--- src/rtl/instruction_fetch_unit_pkg.sv ---
// Shared fetch-stage definitions: fetch state encoding, instruction class field
// positions and the default reset vector.
package instruction_fetch_unit_pkg;

   typedef enum logic [2:0] {
      IDLE,
      STEP,
      REQ,
      WAIT,
      HOLD
   } fetch_state_e;

   localparam int unsigned CLASS_MSB = 15;
   localparam int unsigned CLASS_LSB = 12;

   localparam logic [15:0] DEFAULT_RESET_VECTOR = 16'h0000;

   function automatic logic [CLASS_MSB-CLASS_LSB:0] instr_class(input logic [15:0] word);
      return word[CLASS_MSB:CLASS_LSB];
   endfunction

endpackage

--- src/rtl/instruction_fetch_unit_if.sv ---
// Fetch-unit bus: instruction memory request/return plus the decode handoff.
interface instruction_fetch_unit_if #(
   parameter int unsigned PC_WIDTH    = 16,
   parameter int unsigned INSTR_WIDTH = 16
);

   logic [PC_WIDTH-1:0]    imem_addr;
   logic                   imem_rd;
   logic [INSTR_WIDTH-1:0] imem_rdata;
   logic                   imem_rvalid;
   logic [INSTR_WIDTH-1:0] instr;
   logic [PC_WIDTH-1:0]    instr_pc;
   logic                   instr_valid;
   logic                   dec_ready;
   logic                   pc_increment;

   modport master (
      output imem_addr, imem_rd, instr, instr_pc, instr_valid,
      input  imem_rdata, imem_rvalid, dec_ready, pc_increment
   );

   modport slave (
      input  imem_addr, imem_rd, instr, instr_pc, instr_valid,
      output imem_rdata, imem_rvalid, dec_ready, pc_increment
   );

endinterface

--- src/rtl/instruction_fetch_unit.sv ---
// Front-end fetch stage: owns the PC, issues one outstanding imem read at a time
// and hands each word to decode over valid/ready; supports jumps and single-step.
module instruction_fetch_unit
   import instruction_fetch_unit_pkg::*;
#(
   parameter int unsigned          PC_WIDTH     = 16,
   parameter int unsigned          INSTR_WIDTH  = 16,
   parameter logic [PC_WIDTH-1:0]  RESET_VECTOR = DEFAULT_RESET_VECTOR
) (
   input  logic                  clock,
   input  logic                  reset,
   instruction_fetch_unit_if.master bus,
   input  logic                  jump_valid,
   input  logic [PC_WIDTH-1:0]   jump_target,
   input  logic                  step_mode,
   input  logic                  step_pulse,
   output logic [15:0]           retired_count
);

   fetch_state_e           state, state_nxt;
   logic [PC_WIDTH-1:0]    pc, pc_nxt;
   logic [INSTR_WIDTH-1:0] instr_q, instr_nxt;
   logic [PC_WIDTH-1:0]    instr_pc_q, instr_pc_nxt;
   logic                   valid_q, valid_nxt;
   logic [15:0]            retired_q, retired_nxt;
   logic                   discard, discard_nxt;
   fetch_state_e           resume;
   logic                   handoff;

   always_ff @(posedge clock) begin
      if (reset) begin
         state      <= IDLE;
         pc         <= RESET_VECTOR;
         instr_q    <= '0;
         instr_pc_q <= '0;
         valid_q    <= 1'b0;
         retired_q  <= '0;
         discard    <= 1'b0;
      end else begin
         state      <= state_nxt;
         pc         <= pc_nxt;
         instr_q    <= instr_nxt;
         instr_pc_q <= instr_pc_nxt;
         valid_q    <= valid_nxt;
         retired_q  <= retired_nxt;
         discard    <= discard_nxt;
      end
   end

   // A jump pre-empts everything; an in-flight read becomes an orphan that must
   // still drain before the next request, so only one read is ever outstanding.
   always_comb begin
      state_nxt    = state;
      pc_nxt       = pc;
      instr_nxt    = instr_q;
      instr_pc_nxt = instr_pc_q;
      valid_nxt    = valid_q;
      retired_nxt  = retired_q;
      discard_nxt  = discard;
      resume       = step_mode ? STEP : REQ;
      handoff      = valid_q & bus.dec_ready;

      if (jump_valid) begin
         pc_nxt    = jump_target;
         valid_nxt = 1'b0;
         case (state)
            REQ: begin
               discard_nxt = 1'b1;
               state_nxt   = WAIT;
            end
            WAIT: begin
               if (bus.imem_rvalid) begin
                  discard_nxt = 1'b0;
                  state_nxt   = resume;
               end else begin
                  discard_nxt = 1'b1;
               end
            end
            default: state_nxt = resume;
         endcase
      end else begin
         case (state)
            IDLE: state_nxt = resume;
            STEP: begin
               if (step_pulse) state_nxt = REQ;
            end
            REQ:  state_nxt = WAIT;
            WAIT: begin
               if (bus.imem_rvalid) begin
                  if (discard) begin
                     discard_nxt = 1'b0;
                     state_nxt   = resume;
                  end else begin
                     instr_nxt    = bus.imem_rdata;
                     instr_pc_nxt = pc;
                     valid_nxt    = 1'b1;
                     state_nxt    = HOLD;
                  end
               end
            end
            HOLD: begin
               if (handoff) begin
                  pc_nxt      = bus.pc_increment ? instr_pc_q + PC_WIDTH'(1) : instr_pc_q;
                  valid_nxt   = 1'b0;
                  retired_nxt = retired_q + 16'd1;
                  state_nxt   = resume;
               end
            end
            default: state_nxt = IDLE;
         endcase
      end
   end

   assign bus.imem_rd     = (state == REQ);
   assign bus.imem_addr   = pc;
   assign bus.instr       = instr_q;
   assign bus.instr_pc    = instr_pc_q;
   assign bus.instr_valid = valid_q;
   assign retired_count   = retired_q;

endmodule

--- src/flat_wrapper.sv ---
// flat-port wrapper written by rule: the top's interface ports become plain ports
module instruction_fetch_unit_flat import instruction_fetch_unit_pkg::*;
#(
   parameter int unsigned          PC_WIDTH     = 16,
   parameter int unsigned          INSTR_WIDTH  = 16,
   parameter logic [PC_WIDTH-1:0]  RESET_VECTOR = DEFAULT_RESET_VECTOR
)
  (clock, reset, jump_valid, jump_target, step_mode, step_pulse, retired_count, bus_imem_addr, bus_imem_rd, bus_instr, bus_instr_pc, bus_instr_valid, bus_imem_rdata, bus_imem_rvalid, bus_dec_ready, bus_pc_increment);
  instruction_fetch_unit_if #(.PC_WIDTH(PC_WIDTH), .INSTR_WIDTH(INSTR_WIDTH)) bus_i ();
  input  logic clock;
  input  logic reset;
  input  logic jump_valid;
  input  logic [PC_WIDTH-1:0] jump_target;
  input  logic step_mode;
  input  logic step_pulse;
  output logic [15:0] retired_count;
  output wire logic [$bits(bus_i.imem_addr)-1:0] bus_imem_addr;
  output wire logic [$bits(bus_i.imem_rd)-1:0] bus_imem_rd;
  output wire logic [$bits(bus_i.instr)-1:0] bus_instr;
  output wire logic [$bits(bus_i.instr_pc)-1:0] bus_instr_pc;
  output wire logic [$bits(bus_i.instr_valid)-1:0] bus_instr_valid;
  input wire logic [$bits(bus_i.imem_rdata)-1:0] bus_imem_rdata;
  input wire logic [$bits(bus_i.imem_rvalid)-1:0] bus_imem_rvalid;
  input wire logic [$bits(bus_i.dec_ready)-1:0] bus_dec_ready;
  input wire logic [$bits(bus_i.pc_increment)-1:0] bus_pc_increment;
  assign bus_imem_addr = bus_i.imem_addr;
  assign bus_imem_rd = bus_i.imem_rd;
  assign bus_instr = bus_i.instr;
  assign bus_instr_pc = bus_i.instr_pc;
  assign bus_instr_valid = bus_i.instr_valid;
  assign bus_i.imem_rdata = bus_imem_rdata;
  assign bus_i.imem_rvalid = bus_imem_rvalid;
  assign bus_i.dec_ready = bus_dec_ready;
  assign bus_i.pc_increment = bus_pc_increment;
  instruction_fetch_unit #(.PC_WIDTH(PC_WIDTH), .INSTR_WIDTH(INSTR_WIDTH), .RESET_VECTOR(RESET_VECTOR)) u_core (.clock(clock), .reset(reset), .bus(bus_i), .jump_valid(jump_valid), .jump_target(jump_target), .step_mode(step_mode), .step_pulse(step_pulse), .retired_count(retired_count));
endmodule
--- config.mk ---
export PLATFORM = sky130hd
export DESIGN_NAME = instruction_fetch_unit_flat
export DESIGN_NICKNAME = d
export VERILOG_FILES = /design/src/rtl/instruction_fetch_unit_pkg.sv /design/src/rtl/instruction_fetch_unit_if.sv /design/src/rtl/instruction_fetch_unit.sv /design/src/flat_wrapper.sv
export SDC_FILE = /design/constraint.sdc
export NUM_CORES = 1
export LEC_CHECK = 0
export ABC_AREA = 0
export CAP_MARGIN = 20
export CORE_MARGIN = 3
export CORE_UTILIZATION = 45
export CTS_CLUSTER_SIZE = 25
export DETAILED_ROUTE_END_ITERATION = 8
export PLACE_DENSITY = 0.88
export REMOVE_ABC_BUFFERS = 1
export SETUP_SLACK_MARGIN = 0.05
export SKIP_LAST_GASP = 1
export SYNTH_ARGS = -nofsm -noshare
export SYNTH_HDL_FRONTEND = slang
export SYNTH_SLANG_ARGS = --single-unit
--- constraint.sdc ---
create_clock -name clock -period 3.4 [get_ports clock]
set_input_delay 0.51 -clock clock [delete_from_list [all_inputs] [get_ports clock]]
set_output_delay 0.51 -clock clock [all_outputs]
set_load 0.01 [all_outputs]
==> results.txt <==
----------------------------------------------------
[Floorplan]
  DIE HEIGHT ... 90.8 um
  Ports placed on the boundary ... ~110
  Site row count ... 30
  DIE AREA ... 8250 um2
  Floorplan Core Area ... roughly 6900 um2
  Die width ... between 90 and 100 um
  Initial core utilization ... between 40% and 50%

[Worst setup path]
  Worst-case reg-to-reg path depth ... 4
  Critical path capture point type ... flip-flop
  Setup CP Type ... in2reg
  Worst Path Required ... roughly 3.7 ns
  Worst setup path startpoint ... bus_dec_ready
  Crit path largest cell delay ... about 0.7 ns
  R2r startpoint ... u_core.state[2]
  Startpoint class of the critical path ... input pin
  Largest driver fanout on the critical path ... 22
  R2r endpoint ... u_core.retired_count[9]
  Cell with the largest stage delay on the worst path ... or4_4
  Slack of the worst reg-to-reg path ... approximately 1.2 ns
  Data arrival time of the critical path ... about 2.6 ns
  Crit path cell chain ... clkdlybuf4s50_1, nand4bb_1, or4_4, or4_1, a21oi_1
  Critical path destination ... u_core.retired_count[9]

[Detailed routing]
  1st-iter DRT viols ... between 200 and 250
  Total met2 wirelength after detailed routing ... between 4000 and 5000 um
  Post-DRT Antenna Nets ... 0
  Total DRC errors in the routed layout ... 0
  Post-Route M1 WL ... between 4000 and 5000 um
  Post-Route WL ... ~9000 um
  Routed length on met3 ... 530 um
  Detailed Routing Iterations Pass 1 ... 5
  Via density ... roughly 5.6
  Routed length per instance ... between 10 and 15 um
  Highest layer used for signal routing ... met4
  DR vias ... between 3000 and 4000

[Worst hold path]
  Hold/Removal Path Class ... reg2reg

[Synth]
  Number of warning messages in the yosys log ... 0
  Number of distinct library cells after synthesis ... 49
  Synth Area per Inst ... around 8 um2
  Post-synthesis instance total ... between 400 and 500
  Async set or reset register ratio after synthesis ... 0%
  Sequential fraction of the synthesis area ... roughly 43%
  Post-synth EDFFs ... 0
  Most used flip-flop cell after synthesis ... dfxtp_1
  Post-synthesis sequential element count ... around 70
  Post-synthesis instance area ... around 3200 um2

[Finish]
  Fraction of final layout cells with drive strength greater than 1 ... between 6 and 7%
  Final net count ... between 500 and 600
  Number of fill cells ... around 600
  Area growth from synthesis to layout ... 41.0%
  Footprint of the multi-input gates ... approximately 1700 um2
  Register area ... 1380 um2
  Antenna diodes ... 0

[Global route]
  Total routing resource utilization after global routing ... between 20 and 25%
  Wire length of the first global-routing pass ... around 15000 um
  Initial antenna violation count ... 0
  Largest net degree at the start of global routing ... 34
  Vias in the first global route ... around 3100
  Total overflow reported by the global router ... 0

[Flow run]
  Count of maximum capacitance violations ... 0

[Timing]
  Share of the cycle needed by the critical path after routing ... a little under 70%
  Final-report hold violation count ... 0
  Maximum clock rate ... between 0.4 and 0.5 GHz
  Slew of the pin with the lowest slew margin ... approximately 0.73 ns
  Fin Clk Skew ... about 0.008 ns
  Post-route worst setup slack ... 1.05 ns
  Worst slew margin relative to its limit ... about half
  Unrepaired setup endpoints after global routing ... false
  Final-report max-slew violation count ... 0
  Final setup violating endpoints ... 0
  Total negative slack ... 0 ns
  Final Critical Period ... 2.35 ns

[Run status]
  Result of the run ... completed

[Clock network]
  Worst-case clock buffer depth ... 2
  Number of buffers added to fix hold violations after cts ... 0
  Post-CTS setup buffer count ... 0
  Num CTS Buffers ... 9
  Clock tree from TritonCTS ... built
  CTS root buffer ... clkbuf_8
  Worst-Skew Late Latency ... 0.34 ns
  CTS sink cnt ... 69
  # resized after CTS ... 0
  Clock slew seen by the registers of the worst setup and hold paths ... 0.07 ns
  H-Tree Level Count ... 3

[Power]
  Final total power ... between 1500 and 2000 uW
  Max rail drop VDD ... 0.338 mV
  Power per cell area ... approximately 390 nW/um2
  Leakage power ... approximately 0.0014 uW

[Placement]
  Minimum setup slack after placement ... 0.713 ns
  Final Wtd Congestion ... between 0.8 and 0.9
  DPL Wire Length ... about 6300 um
  IO Port Bufs ... approximately 110

----------------------------------------------------
report_power, final:
group	internal (uW)	switching (uW)	leakage (uW)
clock	451	306	0.000116
combinational	98.3	75.9	0.000753
sequential	827	22.3	0.000560
total	1380	405	0.00143
state kept, by name (all words and copies together) (netlist names):
signal / cells
u_core.bus.imem_addr: 16
u_core.bus.instr: 16
u_core.bus.instr_pc: 16
u_core.retired_count: 16
u_core.state: 3
u_core.bus.instr_valid: 1
u_core.discard: 1
layer usage:
metal	GRT usage [%]	vias to the layer above
li1	-	1653
met1	29.3	1591
met2	34.7	102
met3	4.67	12
met4	9.05	0
met5	0	-
worst max-delay path, delay by kind of cell:
family,cells,cell delay [ns]
AOI/OAI and AO/OA,1,0.15
buffers and inverters,1,0.50
and+or+nand+nor,3,1.46
logic make-up after synthesis:
group	Yosys count	share of synthesized area, %
flops	69	42.7
mux	4	1.31
fa+ha+maj	2	0.773
xor+xnor	14	3.79
compound gates	98	18.4
buf+inv	35	4.60
simple gates	185	28.5
cell usage after synthesis, types with 3 or more instances:
library cell	n	share of area, %
a211oi_1	8	1.9
a21oi_1	52	8.0
a31oi_1	4	0.77
and2_1	6	1.2
and4_1	3	0.81
clkbuf_1	23	2.7
dfxtp_1	69	43
inv_1	6	0.70
nand2_1	86	10
nand3_1	11	1.7
nand4_1	11	2.1
nor2_1	17	2.0
nor2b_1	6	1.2
nor3_1	8	1.2
nor4_1	12	2.3
o21ai_0	5	0.77
o22ai_1	5	0.97
o31ai_1	10	2.3
or4_1	12	2.8
xnor2_1	12	3.2
layout by cell type, fill, tap and decap left out, drive strengths merged, types with 10 or more instances in the layout:
cell type      count
clkdlybuf4s50    104
nand2             86
dfxtp             69
a21oi             52
nor2              17
or4               13
xnor2             12
nor4              12
clkbuf            12
nand3             11
nand4             11
o31ai             10
layout make-up:
type	count	share of cell area, %
clock inverter	4	1.53
sequential	69	30.3
inverter	7	0.575
tap	96	2.63
timing repair buffer	112	24.1
multi-input combinational	303	37.5
clock buffer	12	3.40
metrics by stage:
stage | cell area, um2 | hold WS [ns] | util (%) | std cells
6_report | 4570 | 0.456 | 66.5 | 603
5_1_grt | 4570 | 0.480 | 66.5 | 603
4_1_cts | 4570 | 0.461 | 66.5 | 603
3_5_place_dp | 4340 | 0.451 | 63.2 | 587
3_3_place_gp | 4340 | 0.442 | 63.2 | 587
2_1_floorplan | 3120 | 0.474 | - | 379
how the worst min path moves through the flow:
| stage | start | end | slack [ns] | cells after the start |
|---|---|---|---|---|
| after floorplan | u_core.bus.instr[0] | u_core.bus.instr[0] | 0.47 | 2 |
| after global placement | u_core.bus.instr[4] | u_core.bus.instr[4] | 0.44 | 2 |
| after detailed placement | u_core.bus.instr[2] | u_core.bus.instr[2] | 0.45 | 2 |
| after CTS | u_core.bus.instr[2] | u_core.bus.instr[2] | 0.46 | 2 |
| after global routing | u_core.bus.instr[9] | u_core.bus.instr[9] | 0.48 | 2 |
| final | u_core.bus.instr[2] | u_core.bus.instr[2] | 0.46 | 2 |
(Power assumes the default switching activity.)
